## config.mk

```make
export PLATFORM = sky130hd
export DESIGN_NAME = alu_arbiter
export DESIGN_NICKNAME = d
export VERILOG_FILES = /design/src/rtl/alu_arbiter_pkg.sv /design/src/rtl/alu_arbiter_alu.sv /design/src/rtl/alu_arbiter.sv
export SDC_FILE = /design/constraint.sdc
export NUM_CORES = 1
export LEC_CHECK = 0
export BUFFER_PORTS_ARGS = -buffer_cell sky130_fd_sc_hd__buf_4
export CELL_PAD_IN_SITES_DETAIL_PLACEMENT = 0
export CELL_PAD_IN_SITES_GLOBAL_PLACEMENT = 1
export CORE_ASPECT_RATIO = 0.7
export CORE_UTILIZATION = 38
export CTS_CLUSTER_SIZE = 10
export DETAILED_ROUTE_END_ITERATION = 8
export HOLD_SLACK_MARGIN = 0.03
export PLACE_DENSITY_LB_ADDON = 0.1
export REMOVE_ABC_BUFFERS = 1
export SLEW_MARGIN = 20
export SYNTH_ARGS = -nofsm -noshare
export SYNTH_HDL_FRONTEND = slang
export SYNTH_HIERARCHICAL = 1
export SYNTH_SLANG_ARGS = --single-unit
```

## constraint.sdc

```tcl
create_clock -name clk_i -period 4.6 [get_ports clk_i]
set_input_delay 0.46 -clock clk_i [delete_from_list [all_inputs] [get_ports clk_i]]
set_output_delay 0.46 -clock clk_i [all_outputs]
set_load 0.05 [all_outputs]
```

## src/rtl/alu_arbiter_pkg.sv

```systemverilog
// Shared constants for the CPU datapath and the ALU arbiter.
//   DATA_WIDTH       - default operand/result width
//   ALUCONTROL_WIDTH - default ALU control code width
//   ALU_*            - ALU control codes
//   ST_*             - arbiter FSM state encodings
//   port_onehot()    - maps a port index (0 = A, 1 = B) to a one-hot pair
package alu_arbiter_pkg;

  localparam int DATA_WIDTH       = 32;
  localparam int ALUCONTROL_WIDTH = 4;

  localparam logic [ALUCONTROL_WIDTH-1:0] ALU_AND = 4'b0000;
  localparam logic [ALUCONTROL_WIDTH-1:0] ALU_OR  = 4'b0001;
  localparam logic [ALUCONTROL_WIDTH-1:0] ALU_ADD = 4'b0010;
  localparam logic [ALUCONTROL_WIDTH-1:0] ALU_SUB = 4'b0110;
  localparam logic [ALUCONTROL_WIDTH-1:0] ALU_SLT = 4'b0111;
  localparam logic [ALUCONTROL_WIDTH-1:0] ALU_SLL = 4'b1000;

  localparam logic [0:0] ST_IDLE = 1'b0;
  localparam logic [0:0] ST_HOLD = 1'b1;

  function automatic logic [1:0] port_onehot(input logic port);
    return port ? 2'b10 : 2'b01;
  endfunction

endpackage

```

## src/rtl/alu_arbiter_alu.sv

```systemverilog
// Combinational ALU with signed operands.
//   src1, src2 : operands (signed)
//   ctrl       : ALU control code
//   y          : result; unknown codes give 0, add/sub wrap
module alu_arbiter_alu
  import alu_arbiter_pkg::*;
#(
  parameter int WIDTH  = DATA_WIDTH,
  parameter int CTRL_W = ALUCONTROL_WIDTH
) (
  input  logic signed [WIDTH-1:0]  src1,
  input  logic signed [WIDTH-1:0]  src2,
  input  logic        [CTRL_W-1:0] ctrl,
  output logic signed [WIDTH-1:0]  y
);

  logic signed [WIDTH-1:0] diff;

  // set-less-than looks at the sign of the wrapped difference
  assign diff = src1 - src2;

  always_comb begin
    y = '0;
    case (ctrl)
      ALU_ADD: y = src1 + src2;
      ALU_SUB: y = diff;
      ALU_AND: y = src1 & src2;
      ALU_OR:  y = src1 | src2;
      ALU_SLT: y = {{(WIDTH-1){1'b0}}, diff[WIDTH-1]};
      // shift amount is the full src1 value; large amounts give 0
      ALU_SLL: y = src2 << $unsigned(src1);
      default: y = '0;
    endcase
  end

endmodule

```

## src/rtl/alu_arbiter.sv

```systemverilog
// Two-port arbiter sharing a single ALU between requesters A and B.
//   clk_i, rst_n_i          : clock, synchronous active-low reset
//   req_valid_i/req_ready_o : per-port request handshake (bit 0 = A, 1 = B)
//   src1_*_i, src2_*_i      : per-port operands
//   ctrl_*_i                : per-port ALU control code
//   resp_valid_o            : one-hot result valid to the owning port
//   resp_ready_i            : per-port result accept (non-owner ignored)
//   result_o                : registered ALU result shared by both ports
module alu_arbiter
  import alu_arbiter_pkg::*;
#(
  parameter int WIDTH  = DATA_WIDTH,
  parameter int CTRL_W = ALUCONTROL_WIDTH
) (
  input  logic              clk_i,
  input  logic              rst_n_i,
  input  logic [1:0]        req_valid_i,
  output logic [1:0]        req_ready_o,
  input  logic [WIDTH-1:0]  src1_a_i,
  input  logic [WIDTH-1:0]  src2_a_i,
  input  logic [WIDTH-1:0]  src1_b_i,
  input  logic [WIDTH-1:0]  src2_b_i,
  input  logic [CTRL_W-1:0] ctrl_a_i,
  input  logic [CTRL_W-1:0] ctrl_b_i,
  output logic [1:0]        resp_valid_o,
  input  logic [1:0]        resp_ready_i,
  output logic [WIDTH-1:0]  result_o
);

  logic [0:0]              state_p1;
  logic                    owner_p1;
  logic                    rr_p1;
  logic [WIDTH-1:0]        result_p1;

  logic                    grant;
  logic                    resp_xfer;
  logic                    slot_free;
  logic                    req_xfer;
  logic signed [WIDTH-1:0] alu_src1;
  logic signed [WIDTH-1:0] alu_src2;
  logic        [CTRL_W-1:0] alu_ctrl;
  logic signed [WIDTH-1:0] alu_y;

  // ---- stage 0: grant, handshake and operand mux ----
  always_comb begin
    grant     = (req_valid_i == 2'b11) ? rr_p1 : req_valid_i[1];
    resp_xfer = (state_p1 == ST_HOLD) && resp_ready_i[owner_p1];
    // a held result leaving this cycle frees the slot for a new request
    slot_free = (state_p1 == ST_IDLE) || resp_xfer;
    req_xfer  = rst_n_i && slot_free && (|req_valid_i);
    req_ready_o = req_xfer ? port_onehot(grant) : 2'b00;

    alu_src1 = grant ? $signed(src1_b_i) : $signed(src1_a_i);
    alu_src2 = grant ? $signed(src2_b_i) : $signed(src2_a_i);
    alu_ctrl = grant ? ctrl_b_i : ctrl_a_i;
  end

  alu_arbiter_alu #(
    .WIDTH (WIDTH),
    .CTRL_W(CTRL_W)
  ) u_alu (
    .src1(alu_src1),
    .src2(alu_src2),
    .ctrl(alu_ctrl),
    .y   (alu_y)
  );

  // ---- stage 1: held result, owner and round-robin pointer ----
  always_ff @(posedge clk_i) begin
    if (!rst_n_i) begin
      state_p1  <= ST_IDLE;
      owner_p1  <= 1'b0;
      rr_p1     <= 1'b0;
      result_p1 <= '0;
    end else if (req_xfer) begin
      state_p1  <= ST_HOLD;
      owner_p1  <= grant;
      rr_p1     <= ~grant;
      result_p1 <= alu_y;
    end else if (resp_xfer) begin
      state_p1  <= ST_IDLE;
    end
  end

  assign resp_valid_o = (state_p1 == ST_HOLD) ? port_onehot(owner_p1) : 2'b00;
  assign result_o     = result_p1;

endmodule
```

---- After elaboration in Yosys (flattened, before gate mapping) ----
Index checks and enable logic that the tools add are counted.
storage, ports and cells
  bits in registers ....................... 35
  input port bits ......................... 142
  output and inout bits ................... 36
  word-level logic and storage cells ...... 38
operators by class
  $add $sub $neg .......................... 2
  magnitude comparators ................... 1
  equality and inequality tests ........... 6
  shifts and indexed selects .............. 1
  muxes and demuxes ....................... 13
  bitwise logic cells ..................... 4
  reduce and logical (&&, ||, !) cells .... 7
operator list
  operator                                            count
  case mux 32 bit (6 select lines)                    1
  two-way mux 32 bit                                  2
  adder 32 bit                                        1
  AND 32 bit                                          1
  OR 32 bit                                           1
  << shifter 32 x 32 -> 32 bit                        1
  subtractor 32 bit                                   1
  == test 4 x 3 -> 1 bit, second input constant       2
  two-way mux 2 bit                                   4
  two-way mux 1 bit                                   5
  == test 4 x 1 -> 1 bit, second input constant       1
  == test 4 x 2 -> 1 bit, second input constant       1
  == test 4 bit, second input constant                1
  zero test 4 bit                                     1
  two-way mux 4 bit                                   1
  logical AND 1 bit                                   3
  == test 2 bit, second input constant                1
  < comparator 1 x 2 -> 1 bit, second input constant  1
  NOT 1 bit                                           2
  nonzero test 2 bit                                  1
  OR reduction 2 bit                                  1
  logical OR 1 bit                                    1

---- Depth between registers and ports, before layout ----
Gate-level depths: netlist of run 1.
  depth after elaboration ................. 7
  mapped depth ............................ 20
  depth with buffers taken out ............ 17

---- By module ----
The synthesis of run 1 kept the hierarchy.
by module, submodules not included
  module           instances  cells each  area an instance (um^2)  seq. area each (um^2)
  alu_arbiter_alu  1          989         6,646.4                  0.0
  alu_arbiter      1          230         2,280.9                  700.7

---- Worst setup path before layout of run 1 ----
No wires, ideal clock.
  kind .................................... input to register
  start point ............................. in req_valid_i[0]
  end point ............................... reg result_p1[28] (netlist: result_o[28])
  arrival time ............................ 4.570 ns
  slack ................................... -0.041 ns
  cell stages on the path ................. 20
  buffers on the path ..................... 4
  cells stage by stage .................... inv_1 > o21ai_2 > buf_4 > mux2_1 > buf_2 > inv_2 > clkbuf_1 > clkbuf_1 > fa_1 > or2_1 > a221oi_1 > o211ai_1 > a21o_1 > nand2_1 > a31oi_1 > o41ai_1 > mux2_2 > o22ai_1 > inv_1 > mux2i_1
on the way
  longest elaborated chain between the ends .. 5
ends and longest elaborated chain
  element                                    RTL line               RTL
  from (decl)                                alu_arbiter.sv:17      input logic [1:0] req_valid_i,
  == test 2 bit (*)                          alu_arbiter.sv:46      grant = (req_valid_i == 2'b11) ? rr_p1 : req_valid_i[1];
  two-way mux 1 bit (*)                      alu_arbiter.sv:46
  two-way mux 32 bit (*)                     alu_arbiter.sv:53      alu_src1 = grant ? $signed(src1_b_i) : $signed(src1_a_i);
  via alu_src1[1]                            alu_arbiter.sv:39      logic signed [WIDTH-1:0] alu_src1;
  subtractor 32 bit (tied with other cells)  alu_arbiter_alu.sv:20  assign diff = src1 - src2;
  case mux 32 bit (6 select lines) (*)       alu_arbiter_alu.sv:24  case (ctrl)
  via alu_y[28]                              alu_arbiter.sv:42      logic signed [WIDTH-1:0] alu_y;
  to (signal assigned)                       alu_arbiter.sv:79      result_p1 <= alu_y;
  to (decl)                                  alu_arbiter.sv:33      logic [WIDTH-1:0] result_p1;
The timed path passes the listed nets; every way through them passes the cells marked *.
A chain may end at the register's enable or synchronous reset.

---- Worst setup path in the final report of run 1 ----
  start point ............................. reg rr_p1
  end point ............................... reg result_p1[0] (netlist: result_o[0])
on the way
  longest elaborated chain between the ends .. 4
ends and longest elaborated chain
  element                                                            RTL line                                      RTL
  from (decl)                                                        alu_arbiter.sv:32                             logic rr_p1;
  from (signal assigned)                                             alu_arbiter.sv:78                             rr_p1 <= ~grant;
  two-way mux 1 bit (*)                                              alu_arbiter.sv:46
  two-way mux 32 bit (*)                                             alu_arbiter.sv:54                             alu_src2 = grant ? $signed(src2_b_i) : $signed(src2_a_i);
  via alu_src2[5]                                                    alu_arbiter.sv:40                             logic signed [WIDTH-1:0] alu_src2;
  subtractor 32 bit or << shifter 32 x 32 -> 32 bit (tied branches)  alu_arbiter_alu.sv:20, alu_arbiter_alu.sv:31
  case mux 32 bit (6 select lines) (*)                               alu_arbiter_alu.sv:24
  via alu_y[0]                                                       alu_arbiter.sv:42
Marked as above.

==> results.yml, run 1 <==
layout:
  area_growth_pct: 31.35
  finalNetCount: 1734
  final_cell_mix: "buf_4, inv_1, nand2_1"
  antenna_cells: 0
  layoutNonFillerInstCount: 1804
  final_common_cell: "buf_4"
  drive_gt1_frac: 0.3143
worst_hold_path:
  worstHoldPathType: "in2reg"
  hold_end: "state_p1$_SDFFE_PN0P_"
  worstHoldPathCells: 2
  hp-start: "req_valid_i[0]"
timing:
  fin_setup_tns_ps: 0
  period_needed_ps: 4380
  hold_slack_ps: 402.2
  worst_pin_slew_ps: 738.1
  max_freq_mhz: 228.3
  rsz0062_at_grt: "no"
  finalClockSkew_ps: 9.011
  finalCritPeriodShare: 0.9522
  slew-limit-headroom: 0.5039
  final_max_slew_viol_count: 0
  fin_ws_ps: 219.7
  hold_viol_final: 0
  finalSetupViolCount: 0
power_and_ir_drop:
  p_leak_nw: 5.647
  p_int_mw: 1.428
  p_seq_frac: 0.130
  peakVddDrop_mv: 0.1435
  power.switching_mw: 1.407
  netSwitchingFraction: 0.4964
  pwr-share-clk: 0.142
  finalPower_mw: 2.835
  power_density_nw_per_um2: 241.8
  p_comb_frac: 0.728
global_route:
  grt_max_degree: 33
  first_global_vias: 9811
  grt_overflow: 0
  grt_usage: 0.3319
  antenna_found_initial: 0
  grt_pass1_wl_um: 59520
floorplanning:
  rows: 46
  dieArea_sq_um: 24120
  core_sq_um: 22850
  start_util: 0.3907
  io_pins: 178
  fp.dieH_um: 130.2
  die_width_um: 185.2
cts:
  hold_buffers: 0
  h-tree-depth: 2
  cts_tree: "yes"
  cts_resized: 0
  path_clk_slew_ps: 70
  clk_latency_ps: 310
  clock_sinks: 35
  root_buffer: "clkbuf_16"
  clk_path_buf_depth: 2
  cts_setup_buffers: 0
  cts_inserted_buffers: 5
critical_path:
  r2r_end: "result_o[0]$_SDFFE_PN0P_"
  required_ps: 4770
  r2r.worst_path.cells: 17
  r2r_slack_ps: 220
  critPathLaunchType: "flip-flop"
  path_max_fanout: 18
  critPathArrivalTime_ps: 4550
  crit_type: "reg2reg"
  r2r_start: "rr_p1$_SDFFE_PN0P_"
  endpoint_kind: "flip-flop"
outcome:
  outcome: "completed"
drt:
  firstDrtPassIters: 6
  drt_iter0_drc: 1297
  ant_nets: 0
  vias: 10680
  wl_um: 39900
  drc_errors: 0
  avgViaCountPerCell: 5.919
  wl_per_cell_um: 22.12
place:
  hpwl_um: 32210
  post-place-cells: 1796
  portBuffers: 177
  finalWeightedCongestion: 1.012
  dpl_worst_slack_ps: 62.04
logic_synthesis:
  synth_top_flop_cell: "dfxtp_1"
  yosysUniqueCellTypes: 87
  synth_edf_count: 0
  synth_warnings: 6
  synth_area_sq_um: 8927
  synthArstFlopShare: 0
  synthCells: 1219
  synth_seq_cells: 35
  synth.avg_cell_area_sq_um: 7.323
  ys_seq_area_frac: 0.07849
job:
  drv_cap: 0
## flip-flops by register name, summed over array words and instances, names as in the netlist
name,cells
owner_p1,1
result_o,32
rr_p1,1
state_p1,1
## worst max-delay path, cell delays in order, from the launching register on
cell and delay (ps):
dfxtp_1 340, o21ai_4 190, buf_12 200, buf_4 180
mux2_2 430, inv_1 130, ha_1 230, nor3b_1 320
nor4_1 120, o31a_1 180, nor4_2 680, nor3_1 240
a211o_1 320, a21oi_1 170, xnor2_1 180, o221ai_1 160
inv_1 70, mux2i_1 60
## synth_stat cells, types with 5 or more instances
cell       instances  share of area
inv_1            121          0.051
nand2_1          119          0.050
nor2_1           104          0.044
ha_1              99           0.14
a21oi_1           86          0.048
mux2i_1           72          0.081
mux2_2            66          0.083
clkbuf_1          53          0.022
o21ai_0           52          0.029
dfxtp_1           35          0.078
nor3_1            25          0.014
a211oi_1          22          0.019
nand3_1           22          0.012
a21o_1            17          0.014
mux4_2            17          0.043
a221oi_1          16          0.016
a31oi_1           15          0.011
o21ai_1           15         0.0084
o221ai_1          13          0.013
a221o_1           12          0.013
nor4_1            12         0.0084
o211ai_1          12          0.010
o22ai_1           10         0.0070
buf_2              9         0.0050
mux2_1             9          0.011
nand2b_1           9         0.0063
nor2b_1            9         0.0063
buf_1              8         0.0034
inv_2              8         0.0034
nand4_1            8         0.0056
o31ai_1            8         0.0067
buf_4              7         0.0059
o21a_1             7         0.0059
and3_1             6         0.0042
or3_1              6         0.0042
a211o_1            5         0.0049
and2_1             5         0.0035
o2111ai_1          5         0.0049
o311ai_1           5         0.0049
o31a_1             5         0.0049
## power groups by stage
| stage | clock network [mW] | logic, mW | registers [mW] |
|---|---|---|---|
| after global routing | 0.420 | 2.21 | 0.375 |
| after floorplan | 0 | 1.09 | 0.512 |
| final | 0.401 | 2.06 | 0.369 |
| after detailed placement | 0 | 2.01 | 0.375 |
| after CTS | 0.415 | 2.02 | 0.369 |
| after global placement | 0 | 2.01 | 0.374 |
## per-layer routing
metal  wire [um]  global-route usage  part of all wire  vias up
met1       18580              0.4868              0.47     4934
li1            -                   -                 -     4994
met3        4939             0.09657              0.12       53
met4         958             0.09917             0.024        0
met5           0                   0                 0        -
met2       15420              0.4578              0.39      696
## cells by family after synthesis
group | share of synthesized area
simple gates | 0.1837
xor+xnor | 0.005886
flops | 0.07849
fa+ha+maj | 0.1432
mux | 0.2182
buf+inv | 0.09881
compound gates | 0.2716
## worst max path at each step
stage,depth (start not counted),endpoint,slack [ps],from
floorplan,16,result_o[28]$_SDFFE_PN0P_,-2050,req_valid_i[0]
global placement,19,result_o[28]$_SDFFE_PN0P_,110,req_valid_i[0]
detailed placement,17,result_o[0]$_SDFFE_PN0P_,60,req_valid_i[0]
CTS,15,result_o[0]$_SDFFE_PN0P_,310,rr_p1$_SDFFE_PN0P_
global route,18,result_o[28]$_SDFFE_PN0P_,20,rr_p1$_SDFFE_PN0P_
finish,17,result_o[0]$_SDFFE_PN0P_,220,rr_p1$_SDFFE_PN0P_
## cell type report
class,instances,area (sq um)
tap,312,390.4
multi-input combinational,974,7360
inverter,129,484.2
fill,2271,11120
sequential,35,700.7
clock buffer,8,156.4
timing repair buffer,346,2635
## through the flow
stage	instance area, sq um	util
2_1_floorplan	8529	-
3_3_place_gp	11570	0.5064
3_5_place_dp	11570	0.5064
4_1_cts	11730	0.5132
5_1_grt	11730	0.5132
6_report	11730	0.5132
Note: power is estimated with default switching activity, not from simulation.
==> inputs of run 2 (changes only) <==
RECOVER_POWER = 50   (was not set)
==> results.yml, run 2 (synthesis results as in run 1) <==
layout:
  drive_gt1_frac: 0.2922
  antenna_cells: 0
  final_area_sq_um: 11600
  layoutNonFillerInstCount: 1804
  final_cell_mix: "buf_4, inv_1, nand2_1"
  multi_input_area_sq_um: 7360
  nFillCells: 2313
  finalNetCount: 1734
  seqCellArea_sq_um: 700.7
  area_growth_pct: 29.97
  final_common_cell: "buf_4"
  largest_reg_flops: 32
critical_path:
  critPathBufInv: 4
  r2r_slack_ps: 220
  worstPathCellList: "o21ai_4 -> buf_12 -> buf_4 -> mux2_2 -> inv_1 -> ha_1 -> or4_1 -> or3_4 -> a2111oi_4 -> nor3_2 -> nor3_1 -> a211o_1 -> a21oi_1 -> xnor2_1 -> o221ai_1 -> inv_1 -> mux2i_1"
  cpLargestDelayFamily: "simple AND/OR/NAND/NOR gates"
  critPathLaunchType: "flip-flop"
  path_max_fanout: 18
  r2r_end: "result_o[0]$_SDFFE_PN0P_"
  r2r_start: "rr_p1$_SDFFE_PN0P_"
  cp_slowest_stage_delay_ps: 530
  endpoint_kind: "flip-flop"
  cp_common_cell: "inv_1"
  r2r.worst_path.cells: 17
  critPathArrivalTime_ps: 4560
  critPathSlowestCell: "or4_1"
  required_ps: 4780
  crit_type: "reg2reg"
timing:
  finalClockSkew_ps: 10.22
  max_freq_mhz: 228.4
  finalSetupViolCount: 0
  fin_setup_tns_ps: 0
  finalCritPeriodShare: 0.9520
  hold_slack_ps: 400.8
  fin_ws_ps: 220.9
  worst_pin_slew_ps: 740.7
  rsz0062_at_grt: "no"
  final_max_slew_viol_count: 0
  hold_viol_final: 0
  slew-limit-headroom: 0.5050
  period_needed_ps: 4379
global_route:
  antenna_found_initial: 0
  grt_usage: 0.3319
  first_global_vias: 9811
  grt_overflow: 0
  grt_max_degree: 33
  grt_pass1_wl_um: 59520
drt:
  wl_um: 39920
  ant_nets: 0
  avgViaCountPerCell: 5.887
  vias: 10620
  wl_met3_um: 4814
  top_layer: "met4"
  wl_per_cell_um: 22.13
  wl_met2_um: 15340
  drc_errors: 0
  drt_iter0_drc: 1350
  firstDrtPassIters: 6
  met1_length_um: 18720
power_and_ir_drop:
  peakVddDrop_mv: 0.1442
  power_density_nw_per_um2: 241.5
  p_leak_nw: 5.511
floorplanning:
  dieArea_sq_um: 24120
  start_util: 0.3907
  core_sq_um: 22850
  rows: 46
  io_pins: 178
  die_width_um: 185.2
  fp.dieH_um: 130.2
worst_hold_path:
  worstHoldPathType: "in2reg"
  hold_end: "state_p1$_SDFFE_PN0P_"
  worstHoldPathCells: 2
  hp-start: "req_valid_i[0]"
cts:
  clk_latency_ps: 320
  cts_tree: "yes"
  cts_inserted_buffers: 5
  hold_buffers: 0
  cts_setup_buffers: 0
  path_clk_slew_ps: 70
  h-tree-depth: 2
  clock_sinks: 35
  clk_path_buf_depth: 2
  root_buffer: "clkbuf_16"
  cts_resized: 0
place:
  dpl_worst_slack_ps: 62.04
  finalWeightedCongestion: 1.012
  hpwl_um: 32210
  place_area_sq_um: 11570
  portBuffers: 177
  post-place-cells: 1796
outcome:
  outcome: "completed"
job:
  drv_cap: 0
## run 2: worst max-delay path by stage
stage | start | endpoint | slack (ps) | depth (start not counted)
3_3_place_gp | req_valid_i[0] | result_o[28]$_SDFFE_PN0P_ | 110 | 19
5_1_grt | rr_p1$_SDFFE_PN0P_ | result_o[28]$_SDFFE_PN0P_ | 20 | 18
2_1_floorplan | req_valid_i[0] | result_o[28]$_SDFFE_PN0P_ | -2050 | 16
3_5_place_dp | req_valid_i[0] | result_o[0]$_SDFFE_PN0P_ | 60 | 17
6_report | rr_p1$_SDFFE_PN0P_ | result_o[0]$_SDFFE_PN0P_ | 220 | 17
4_1_cts | rr_p1$_SDFFE_PN0P_ | result_o[0]$_SDFFE_PN0P_ | 310 | 15
## run 2: stage by stage
step / util / power [mW]
after floorplan: - / 1.598
after global placement: 0.5064 / 2.389
after detailed placement: 0.5064 / 2.380
after CTS: 0.5132 / 2.801
after global routing: 0.5078 / 2.966
final: 0.5078 / 2.802
## run 2: layout make-up
class | count | area share
multi-input cells | 974 | 0.6343
repair buffers | 346 | 0.2164
flip-flops and latches | 35 | 0.06039
inverters | 129 | 0.04173
well taps | 312 | 0.03365
clock buffers | 8 | 0.01348
## run 2: where the power goes
part	leakage (nW)	switching, mW	internal [mW]	total, mW
clock network	0.0772	0.172	0.232	0.404
registers	0.288	0.0221	0.346	0.368
logic	5.15	1.21	0.816	2.03
## run 2: routing by layer
layer | vias to the layer above | GRT usage
met5 | - | 0
met3 | 61 | 0.09657
li1 | 4988 | -
met2 | 646 | 0.4578
met1 | 4925 | 0.4868
met4 | 0 | 0.09917
==> inputs of run 3 (changes only) <==
REMOVE_ABC_BUFFERS = not set   (was 1)
==> results.yml, run 3 (synthesis results as in run 1) <==
power_and_ir_drop:
  finalPower_mw: 2.687
  p_comb_frac: 0.733
  pwr-share-clk: 0.129
  peakVddDrop_mv: 0.1303
  power_density_nw_per_um2: 237.6
  p_leak_nw: 5.302
  power.switching_mw: 1.366
  netSwitchingFraction: 0.5085
  p_int_mw: 1.320
  p_seq_frac: 0.138
worst_hold_path:
  worstHoldPathType: "in2reg"
drt:
  firstDrtPassIters: 5
  drt_iter0_drc: 1134
  wl_um: 38310
  ant_nets: 0
  wl_per_cell_um: 21.73
  avgViaCountPerCell: 5.877
  drc_errors: 0
  vias: 10360
critical_path:
  critPathBufInv: 6
  cp_common_cell: "buf_4"
  endpoint_kind: "flip-flop"
  critPathLaunchType: "flip-flop"
  critPathArrivalTime_ps: 4560
  required_ps: 4820
  crit_type: "reg2reg"
  worstPathCellList: "o21ai_4 -> buf_12 -> buf_4 -> mux2_2 -> inv_1 -> ha_1 -> nor2b_1 -> o2111ai_1 -> a2111oi_2 -> buf_4 -> o21ai_1 -> a31oi_1 -> buf_4 -> a221o_1 -> a21oi_1 -> nand3_1 -> o2111ai_1 -> inv_1 -> mux2i_1"
  critPathSlowestCell: "o2111ai_1"
  path_max_fanout: 23
  cpLargestDelayFamily: "compound AO/OA/AOI/OAI gates"
  cp_slowest_stage_delay_ps: 530
job:
  drv_cap: 0
cts:
  path_clk_slew_ps: 60
  cts_inserted_buffers: 5
  clk_latency_ps: 290
  hold_buffers: 0
  cts_tree: "yes"
  clk_path_buf_depth: 2
  root_buffer: "clkbuf_16"
  h-tree-depth: 2
  clock_sinks: 35
timing:
  finalClockSkew_ps: 5.411
  finalSetupViolCount: 0
  rsz0062_at_grt: "no"
  hold_viol_final: 0
  worst_pin_slew_ps: 706.7
  fin_ws_ps: 259.2
  period_needed_ps: 4341
  slew-limit-headroom: 0.5289
  hold_slack_ps: 402.6
  finalCritPeriodShare: 0.9436
  max_freq_mhz: 230.4
  final_max_slew_viol_count: 0
  fin_setup_tns_ps: 0
floorplanning:
  io_pins: 178
  core_sq_um: 22850
  die_width_um: 185.2
  dieArea_sq_um: 24120
  rows: 46
  start_util: 0.3907
  fp.dieH_um: 130.2
layout:
  final_common_cell: "buf_4"
  area_growth_pct: 26.63
  largest_reg_flops: 32
  antenna_cells: 0
  finalNetCount: 1693
  final_cell_mix: "buf_4, inv_1, nand2_1"
  drive_gt1_frac: 0.2764
place:
  hpwl_um: 31220
  portBuffers: 177
  dpl_worst_slack_ps: 59.76
  finalWeightedCongestion: 0.9929
global_route:
  grt_overflow: 0
  grt_usage: 0.3127
  grt_max_degree: 39
  first_global_vias: 9545
  grt_pass1_wl_um: 56370
  antenna_found_initial: 0
outcome:
  outcome: "completed"
logic_synthesis:
  synthesis.nets: 1462
## run 3: worst reg2reg max path, stage by stage (launching register included)
cell       delay (ps)
dfxtp_1           350
o21ai_4           190
buf_12            200
buf_4             200
mux2_2            340
inv_1              80
ha_1              270
nor2b_1           170
o2111ai_1         530
a2111oi_2         150
buf_4             180
o21ai_1           300
a31oi_1           200
buf_4             180
a221o_1           330
a21oi_1           210
nand3_1           100
o2111ai_1         110
inv_1              70
mux2i_1           110
## run 3: metrics by stage
step,area [sq um],cells,utilization
floorplan,8929,1219,-
global placement,11240,1754,0.4920
detailed placement,11240,1754,0.4920
CTS,11390,1762,0.4985
global route,11300,1763,0.4947
finish,11300,1763,0.4947
## run 3: metal layers
metal	routed length, um	track usage
met3	3897	0.08457
met4	1113	0.08702
met1	18090	0.4498
met5	0	0
met2	15200	0.4511
## run 3: cell type report
class / count / area (sq um)
Tap cell: 312 / 390.4
Timing Repair Buffer: 305 / 2191
Clock inverter: 3 / 23.77
Clock buffer: 5 / 125.1
Inverter: 129 / 484.2
Fill cell: 2400 / 11540
Sequential cell: 35 / 700.7
Multi-Input combinational cell: 974 / 7390
## run 3: final timing paths
path | from | to | slack [ps] | cells after the start
worst max-delay path | rr_p1$_SDFFE_PN0P_ | result_o[30]$_SDFFE_PN0P_ | 260 | 19
worst min-delay path | req_valid_i[0] | state_p1$_SDFFE_PN0P_ | 400 | 2
worst max register to register | rr_p1$_SDFFE_PN0P_ | result_o[30]$_SDFFE_PN0P_ | 260 | 19
worst min register to register | result_o[25]$_SDFFE_PN0P_ | result_o[25]$_SDFFE_PN0P_ | 460 | 2
## run 3: timing repair
item | in CTS | in global routing
gates resized for setup | 0 | 5
setup endpoints to repair | 0 | 2
setup buffers | 0 | 1
## run 3: power by group through the flow
stage	combinational [mW]	clock, mW	sequential [mW]
after floorplan	1.12	0	0.512
after detailed placement	1.95	0	0.377
after CTS	1.96	0.358	0.371
final	1.97	0.348	0.370
after global placement	1.95	0	0.377
after global routing	2.11	0.370	0.374
